File: src/rtl/rm_lane_sequencer_pkg.sv
// Shared parameters, alert codes and the sequence configuration table type for the
// runtime-monitor lane sequencer.
package rm_lane_sequencer_pkg;

  localparam int unsigned NUM_LANES         = 5;
  localparam int unsigned NUM_EVENTS        = 10;
  localparam int unsigned NUM_MONITORED_INS = 2;
  localparam int unsigned SEQ_LEN           = 4;
  localparam int unsigned TMO_W             = 8;

  localparam int unsigned EVT_W   = $clog2(NUM_EVENTS);
  localparam int unsigned LANE_W  = $clog2(NUM_LANES);
  localparam int unsigned ITYPE_W = (NUM_MONITORED_INS > 1) ? $clog2(NUM_MONITORED_INS) : 1;
  localparam int unsigned STEP_W  = $clog2(SEQ_LEN);
  localparam int unsigned LEN_W   = STEP_W + 1;

  typedef enum logic [1:0] {
    AlertMatch   = 2'b00,
    AlertSkip    = 2'b01,
    AlertTimeout = 2'b10
  } rm_alert_e;

  typedef logic [NUM_EVENTS-1:0] evt_vec_t;

  typedef struct packed {
    logic [NUM_MONITORED_INS-1:0][SEQ_LEN-1:0][EVT_W-1:0] seq;
    logic [NUM_MONITORED_INS-1:0][LEN_W-1:0]              len;
  } rm_seq_cfg_t;

  // Programmed indices beyond NUM_EVENTS can never fire.
  function automatic logic evt_hit(evt_vec_t vec, logic [EVT_W-1:0] idx);
    return (32'(idx) < NUM_EVENTS) ? vec[idx] : 1'b0;
  endfunction

endpackage

File: src/rtl/rm_lane_sequencer_lane_fsm.sv
// One monitor lane: checks its events arrive in the programmed order within the timeout and
// holds a single pending alert for the shared output arbiter.
module rm_lane_fsm
  import rm_lane_sequencer_pkg::*;
(
  input  logic                                          clk_i,
  input  logic                                          rst_ni,
  input  logic [NUM_MONITORED_INS-1:0][NUM_EVENTS-1:0]  vec_i,
  input  logic                                          lane_reset_i,
  input  rm_seq_cfg_t                                   cfg_i,
  input  logic [TMO_W-1:0]                              timeout_i,
  input  logic                                          pop_i,
  output logic                                          pend_valid_o,
  output logic [ITYPE_W-1:0]                            pend_itype_o,
  output rm_alert_e                                     pend_code_o,
  output logic                                          overflow_o
);

  typedef enum logic [0:0] {StIdle, StTrack} state_e;

  state_e                              state_q, state_d;
  logic [ITYPE_W-1:0]                  itype_q, itype_d;
  logic [STEP_W-1:0]                   step_q, step_d;
  logic [TMO_W-1:0]                    timer_q, timer_d;
  logic                                pend_valid_q, pend_valid_d;
  logic [ITYPE_W-1:0]                  pend_itype_q, pend_itype_d;
  rm_alert_e                           pend_code_q, pend_code_d;
  logic                                ovf_q, ovf_d;

  logic                                alert;
  logic [ITYPE_W-1:0]                  alert_itype;
  rm_alert_e                           alert_code;
  logic                                found;
  logic [ITYPE_W-1:0]                  start_t;
  logic                                skip, adv;
  logic [LEN_W-1:0]                    cur_len;
  logic [SEQ_LEN-1:0][EVT_W-1:0]       cur_seq;
  logic [LEN_W-1:0]                    step_inc;
  logic [TMO_W-1:0]                    timer_inc;

  always_comb begin
    state_d     = state_q;
    itype_d     = itype_q;
    step_d      = step_q;
    timer_d     = timer_q;
    alert       = 1'b0;
    alert_itype = itype_q;
    alert_code  = AlertMatch;
    found       = 1'b0;
    start_t     = '0;
    skip        = 1'b0;

    // Descending scan so the lowest matching itype wins.
    for (int t = NUM_MONITORED_INS - 1; t >= 0; t--) begin
      if (cfg_i.len[t] != '0 && evt_hit(vec_i[t], cfg_i.seq[t][0])) begin
        found   = 1'b1;
        start_t = ITYPE_W'(t);
      end
    end

    cur_len = cfg_i.len[itype_q];
    cur_seq = cfg_i.seq[itype_q];
    for (int k = 1; k < SEQ_LEN; k++) begin
      if (k > int'(step_q) && k < int'(cur_len) && evt_hit(vec_i[itype_q], cur_seq[k])) begin
        skip = 1'b1;
      end
    end
    adv       = evt_hit(vec_i[itype_q], cur_seq[step_q]);
    step_inc  = LEN_W'(step_q) + LEN_W'(1);
    timer_inc = timer_q + TMO_W'(1);

    unique case (state_q)
      StIdle: begin
        if (found) begin
          if (cfg_i.len[start_t] == LEN_W'(1)) begin
            alert       = 1'b1;
            alert_itype = start_t;
            alert_code  = AlertMatch;
          end else begin
            state_d = StTrack;
            itype_d = start_t;
            step_d  = STEP_W'(1);
            timer_d = '0;
          end
        end
      end
      StTrack: begin
        if (skip) begin
          alert      = 1'b1;
          alert_code = AlertSkip;
          state_d    = StIdle;
          step_d     = '0;
          timer_d    = '0;
        end else if (adv) begin
          step_d  = step_q + STEP_W'(1);
          timer_d = '0;
          if (step_inc == cur_len) begin
            alert      = 1'b1;
            alert_code = AlertMatch;
            state_d    = StIdle;
            step_d     = '0;
          end
        end else begin
          timer_d = timer_inc;
          if (timeout_i != '0 && timer_inc == timeout_i) begin
            alert      = 1'b1;
            alert_code = AlertTimeout;
            state_d    = StIdle;
            step_d     = '0;
            timer_d    = '0;
          end
        end
      end
      default: state_d = StIdle;
    endcase

    if (lane_reset_i) begin
      state_d = StIdle;
      step_d  = '0;
      timer_d = '0;
      alert   = 1'b0;
    end
  end

  // A pop in the same cycle frees the slot for a freshly raised alert.
  always_comb begin
    pend_valid_d = pend_valid_q;
    pend_itype_d = pend_itype_q;
    pend_code_d  = pend_code_q;
    ovf_d        = ovf_q;
    if (pop_i) pend_valid_d = 1'b0;
    if (alert) begin
      if (!pend_valid_q || pop_i) begin
        pend_valid_d = 1'b1;
        pend_itype_d = alert_itype;
        pend_code_d  = alert_code;
      end else begin
        ovf_d = 1'b1;
      end
    end
  end

  always_ff @(posedge clk_i) begin
    if (!rst_ni) begin
      state_q      <= StIdle;
      itype_q      <= '0;
      step_q       <= '0;
      timer_q      <= '0;
      pend_valid_q <= 1'b0;
      pend_itype_q <= '0;
      pend_code_q  <= AlertMatch;
      ovf_q        <= 1'b0;
    end else begin
      state_q      <= state_d;
      itype_q      <= itype_d;
      step_q       <= step_d;
      timer_q      <= timer_d;
      pend_valid_q <= pend_valid_d;
      pend_itype_q <= pend_itype_d;
      pend_code_q  <= pend_code_d;
      ovf_q        <= ovf_d;
    end
  end

  assign pend_valid_o = pend_valid_q;
  assign pend_itype_o = pend_itype_q;
  assign pend_code_o  = pend_code_q;
  assign overflow_o   = ovf_q;

endmodule

File: src/rtl/rm_lane_sequencer.sv
// Lane sequencer top: sequence config table, per-lane trackers and a round-robin arbiter
// feeding a registered valid/ready alert port.
module rm_lane_sequencer
  import rm_lane_sequencer_pkg::*;
(
  input  logic                                                          clk_i,
  input  logic                                                          rst_ni,
  input  logic [NUM_LANES-1:0][NUM_MONITORED_INS-1:0][NUM_EVENTS-1:0]   lane_vector_i,
  input  logic [NUM_LANES-1:0]                                          lane_reset_i,
  input  logic                                                          cfg_we_i,
  input  logic [ITYPE_W-1:0]                                            cfg_itype_i,
  input  logic [STEP_W-1:0]                                             cfg_step_i,
  input  logic [EVT_W-1:0]                                              cfg_event_i,
  input  logic                                                          cfg_len_we_i,
  input  logic [LEN_W-1:0]                                              cfg_len_i,
  input  logic [TMO_W-1:0]                                              cfg_timeout_i,
  output logic                                                          alert_valid_o,
  input  logic                                                          alert_ready_i,
  output logic [LANE_W-1:0]                                             alert_lane_o,
  output logic [ITYPE_W-1:0]                                            alert_itype_o,
  output rm_alert_e                                                     alert_code_o,
  output logic [NUM_LANES-1:0]                                          alert_overflow_o
);

  rm_seq_cfg_t                        cfg_q, cfg_d;
  logic [NUM_LANES-1:0]               pend_valid;
  logic [NUM_LANES-1:0][ITYPE_W-1:0]  pend_itype;
  rm_alert_e                          pend_code [NUM_LANES];
  logic [NUM_LANES-1:0]               pop;

  logic                               valid_q, valid_d;
  logic [LANE_W-1:0]                  lane_q, lane_d;
  logic [ITYPE_W-1:0]                 itype_q, itype_d;
  rm_alert_e                          code_q, code_d;
  logic [LANE_W-1:0]                  rr_q, rr_d;

  logic                               load, sel_found;
  logic [LANE_W-1:0]                  sel;
  int unsigned                        idx;

  always_comb begin
    cfg_d = cfg_q;
    if (cfg_we_i)     cfg_d.seq[cfg_itype_i][cfg_step_i] = cfg_event_i;
    if (cfg_len_we_i) cfg_d.len[cfg_itype_i] = cfg_len_i;
  end

  for (genvar l = 0; l < NUM_LANES; l++) begin : g_lane
    rm_lane_fsm u_lane (
      .clk_i        (clk_i),
      .rst_ni       (rst_ni),
      .vec_i        (lane_vector_i[l]),
      .lane_reset_i (lane_reset_i[l]),
      .cfg_i        (cfg_q),
      .timeout_i    (cfg_timeout_i),
      .pop_i        (pop[l]),
      .pend_valid_o (pend_valid[l]),
      .pend_itype_o (pend_itype[l]),
      .pend_code_o  (pend_code[l]),
      .overflow_o   (alert_overflow_o[l])
    );
  end

  always_comb begin
    load      = !valid_q || alert_ready_i;
    sel_found = 1'b0;
    sel       = '0;
    idx       = 0;
    pop       = '0;
    valid_d   = valid_q;
    lane_d    = lane_q;
    itype_d   = itype_q;
    code_d    = code_q;
    rr_d      = rr_q;

    for (int i = 0; i < NUM_LANES; i++) begin
      idx = 32'(rr_q) + 32'(i);
      if (idx >= NUM_LANES) idx = idx - NUM_LANES;
      if (!sel_found && pend_valid[idx]) begin
        sel_found = 1'b1;
        sel       = LANE_W'(idx);
      end
    end

    if (load) begin
      valid_d = sel_found;
      if (sel_found) begin
        pop[sel] = 1'b1;
        lane_d   = sel;
        itype_d  = pend_itype[sel];
        code_d   = pend_code[sel];
        rr_d     = (sel == LANE_W'(NUM_LANES - 1)) ? '0 : sel + LANE_W'(1);
      end
    end
  end

  always_ff @(posedge clk_i) begin
    if (!rst_ni) begin
      cfg_q   <= '0;
      valid_q <= 1'b0;
      lane_q  <= '0;
      itype_q <= '0;
      code_q  <= AlertMatch;
      rr_q    <= '0;
    end else begin
      cfg_q   <= cfg_d;
      valid_q <= valid_d;
      lane_q  <= lane_d;
      itype_q <= itype_d;
      code_q  <= code_d;
      rr_q    <= rr_d;
    end
  end

  assign alert_valid_o = valid_q;
  assign alert_lane_o  = lane_q;
  assign alert_itype_o = itype_q;
  assign alert_code_o  = code_q;

endmodule

File: config.mk
export PLATFORM = sky130hd
export DESIGN_NAME = rm_lane_sequencer
export DESIGN_NICKNAME = d
export VERILOG_FILES = /design/src/rtl/rm_lane_sequencer_pkg.sv /design/src/rtl/rm_lane_sequencer_lane_fsm.sv /design/src/rtl/rm_lane_sequencer.sv
export SDC_FILE = /design/constraint.sdc
export NUM_CORES = 1
export LEC_CHECK = 0
export ABC_CLOCK_PERIOD_IN_PS = 4700
export CAP_MARGIN = 40
export CORE_AREA = 2 2 116 230
export DETAILED_ROUTE_END_ITERATION = 10
export DIE_AREA = 0 0 118 232
export HOLD_SLACK_MARGIN = 0.05
export PLACE_DENSITY = 0.78
export SLEW_MARGIN = 40
export SYNTH_ARGS = -nofsm -noshare
export SYNTH_HDL_FRONTEND = slang
export SYNTH_SLANG_ARGS = --single-unit
File: constraint.sdc
create_clock -name clk_i -period 4.7 [get_ports clk_i]
set_input_delay 0.705 -clock clk_i [delete_from_list [all_inputs] [get_ports clk_i]]
set_output_delay 0.705 -clock clk_i [all_outputs]
set_load 0.02 [all_outputs]
==> impl_metrics.py <==
metrics = {
    "place": {
        "place_ws_ns": 0.611,
        "port_buffers": 139,
        "place_congestion": 1.00,
        "hpwl_um": 35900,
        "dpl-instance-area_um2": 15800,
    },
    "run_status": {
        "status": "finished clean",
    },
    "drt": {
        "antenna_left": 0,
        "drt-total-wl_um": 47000,
        "initialDrtViolationCount": 1034,
        "vias": 13294,
        "vias_per_cell": 6.59,
        "drc_errors": 0,
        "dr.pass1.iters": 5,
        "avgRoutedWirePerCell_um": 23.3,
    },
    "floorplan": {
        "die_x_um": 118,
        "die_y_um": 232,
        "die_area_um2": 27400,
        "core_um2": 25700,
        "initial_utilization_pct": 56.0,
        "num_rows": 83,
        "ios": 140,
    },
    "global_route": {
        "grt_max_degree": 43,
        "first_global_vias": 13601,
        "grt_pass1_wl_um": 72700,
        "overflow": 0,
        "track_usage_pct": 33.9,
        "antenna_found_initial": 1,
    },
    "sta": {
        "drv_slew": 0,
        "setup_violations": 0,
        "tightest_slew_ns": 0.865,
        "fin_crit_ns": 4.16,
        "timing.fmax_ghz": 0.240,
        "layout_setup_ws_ns": 0.538,
        "finalCritPeriodShare_pct": 88.6,
        "rsz0062_at_grt": "no",
        "fin_skew_ns": 0.0111,
        "fin_setup_tns_ns": 0,
        "finalHoldViolations": 0,
        "relSlewSlack_pct": 42.2,
    },
    "synthesis": {
        "netlist_instances": 1587,
        "yosysMostFrequentCell": "mux2i_1",
        "synthFlopType": "dfxtp_1",
        "synthesis.area_um2": 14400,
        "synth_async_sr_flop_share_pct": 0,
        "synth_cell_types": 102,
        "synth_nets": 1753,
        "seq_area_frac_synth_pct": 18.5,
        "yosysTopAreaCell": "mux2i_1",
        "synthTopCellsByArea": "mux2i_1, dfxtp_1, mux4_2, nor2_1, xnor2_1",
        "synth_top_cell_area_share_pct": 23.8,
        "syn_area_per_cell_um2": 9.05,
        "synth_seq_cells": 133,
        "yosys_warnings": 0,
        "synth_commonest_cells": "mux2i_1, nor2_1, dfxtp_1",
        "synth_edf_count": 0,
    },
    "cts": {
        "cts-root-buf": "clkbuf_16",
        "clk_transition_reported_paths_ns": 0.07,
        "cts_tree": "built",
        "cts_made_buffers": 17,
        "cts_hold_buf": 0,
        "post-cts-setup-buffers": 0,
        "htree_levels": 4,
        "cts.path.max_buffers": 2,
        "cts.repair.resized": 0,
        "clk_latency_ns": 0.45,
        "clkSinkCount": 133,
    },
    "finish": {
        "multiInputGateArea_um2": 10900,
        "num-fill-cells": 2174,
        "drive_gt1_share_pct": 13.0,
        "final_util_pct": 63.9,
        "syn_to_final_growth_pct": 14.1,
        "fin_area_um2": 16400,
        "nets": 1829,
        "final-seq-area_um2": 2670,
    },
    "critical_path": {
        "cp_top_family": "compound AO/OA/AOI/OAI gates",
        "crit_buf_inv": 2,
        "cp_slowest_cell": "a211oi_1",
        "startpoint_type": "register",
        "arrival_ns": 4.54,
        "crit_chain": "inv_1, ha_1, inv_1, ha_1, o31a_1, o22ai_2, mux2_1, a211oi_1, o221ai_2, a31oi_1, o21ai_4, or3_4, a21oi_2, mux2i_1",
        "slowest_delay_ns": 0.44,
        "end_kind": "register",
        "worst-path-max-fanout": 14,
        "worst-setup-path-type": "register to register",
        "required_ns": 5.07,
    },
    "flow_run": {
        "maxCapViolCount": 0,
    },
    "power_and_ir_drop": {
        "vdd_ir_drop_max_uv": 334,
        "power.static_leakage_nw": 6.40,
        "cellPowerDensity_nw_per_um2": 297,
    },
    "worst_hold_path": {
        "hp-class": "register to register",
    },
}
==> logic make-up (layout without fill, tap and decap cells) <==
kind of cell	after synthesis	in the layout	synth area share (%)
other	0	1	0
multiplexers	445	445	37.4
AO/OA/AOI/OAI	233	233	12.5
flip-flops	133	133	18.5
XOR/XNOR	106	106	6.52
adder cells (fa/ha/maj)	38	38	3.31
buffers and inverters	159	248	5.60
AND/OR/NAND/NOR	473	473	16.1
==> registers in the layout (all words and copies together) (netlist names) <==
signal / flops
alert_itype_o: 1
g_lane.u_lane.itype_q: 5
g_lane.u_lane.pend_valid_o: 5
alert_code_o: 2
g_lane.u_lane.pend_itype_o: 5
alert_valid_o: 1
g_lane.u_lane.pend_code_o: 10
g_lane.u_lane.timer_q: 40
g_lane.u_lane.step_q: 10
g_lane.u_lane.state_q: 5
cfg_q: 38
alert_lane_o: 3
g_lane.u_lane.overflow_o: 5
rr_q: 3
==> final timing paths <==
kind	start	endpoint	slack (ns)	depth (start not counted)
setup / recovery	rr_q[0]	g_lane[3].u_lane.pend_code_o[0]	0.54	14
hold / removal	g_lane[4].u_lane.pend_code_o[0]	g_lane[4].u_lane.pend_code_o[0]	0.46	2
setup reg to reg	rr_q[0]	g_lane[3].u_lane.pend_code_o[0]	0.54	14
hold reg to reg	g_lane[4].u_lane.pend_code_o[0]	g_lane[4].u_lane.pend_code_o[0]	0.46	2
==> where the power goes <==
part           switching [W]  total (W)  leakage [nW]  internal, W
Clock               0.000596    0.00129         0.269     0.000695
Combinational        0.00133    0.00229          5.05     0.000958
Sequential          0.000107    0.00129          1.08      0.00119
==> worst reg2reg max path: stages (launching register included) <==
cell      delay (ns)
dfxtp_1         0.31
inv_1           0.25
ha_1            0.21
inv_1           0.04
ha_1            0.33
o31a_1          0.31
o22ai_2         0.26
mux2_1          0.38
a211oi_1        0.44
o221ai_2        0.19
a31oi_1         0.29
o21ai_4         0.20
or3_4           0.44
a21oi_2         0.23
mux2i_1         0.20
==> cell usage in the layout (no fill, tap or decap), types with 5 or more instances in the layout <==
master and instances:
nand2b_1 31, inv_6 6, a21oi_1 42, nand2_1 104, nor2_1 163, nand4_1 12, or3_1 5, mux2i_2 7
nand4b_1 5, o22ai_1 11, clkdlybuf4s50_1 139, and2_1 10, mux2_2 26, nor2b_1 17, ha_1 38, clkbuf_16 17
o21a_1 5, nand3_1 49, inv_1 43, a211oi_1 17, o31a_1 6, o221ai_1 6, a21o_1 5, xnor2_1 55
dfxtp_2 6, nor3b_1 9, mux2i_4 5, xor2_1 50, o21ai_0 35, dfxtp_1 127, nor3_1 19, mux2i_1 342
a31oi_1 14, and3_1 15, mux4_2 63, o31ai_1 10, buf_4 30
==> metal layers <==
| metal | up-vias | GRT usage [%] | share of wire, % |
|---|---|---|---|
| li1 | 6018 | - | - |
| met1 | 6341 | 33.8 | 34 |
| met2 | 692 | 62.3 | 52 |
| met3 | 243 | 4.84 | 5.9 |
| met4 | 0 | 26.7 | 8.4 |
| met5 | - | 0 | 0 |
==> area by class of cell <==
class                   instances  share of cell area, %
diodes                          1                 0.0153
clock buffers                  17                   2.60
clock inverters                15                  0.863
inverters                      46                   1.05
multi-input cells            1295                   66.6
flip-flops and latches        133                   16.3
well taps                     340                   2.60
repair buffers                170                   9.99
==> through the flow <==
step	total power, W	hold slack [ns]	std cells
finish	0.00487	0.463	2017
global route	0.00513	0.481	2017
global placement	0.00352	0.450	1984
CTS	0.00484	0.467	2016
floorplan	0.00295	0.434	1587
detailed placement	0.00355	0.457	1984
(Power assumes the default switching activity.)
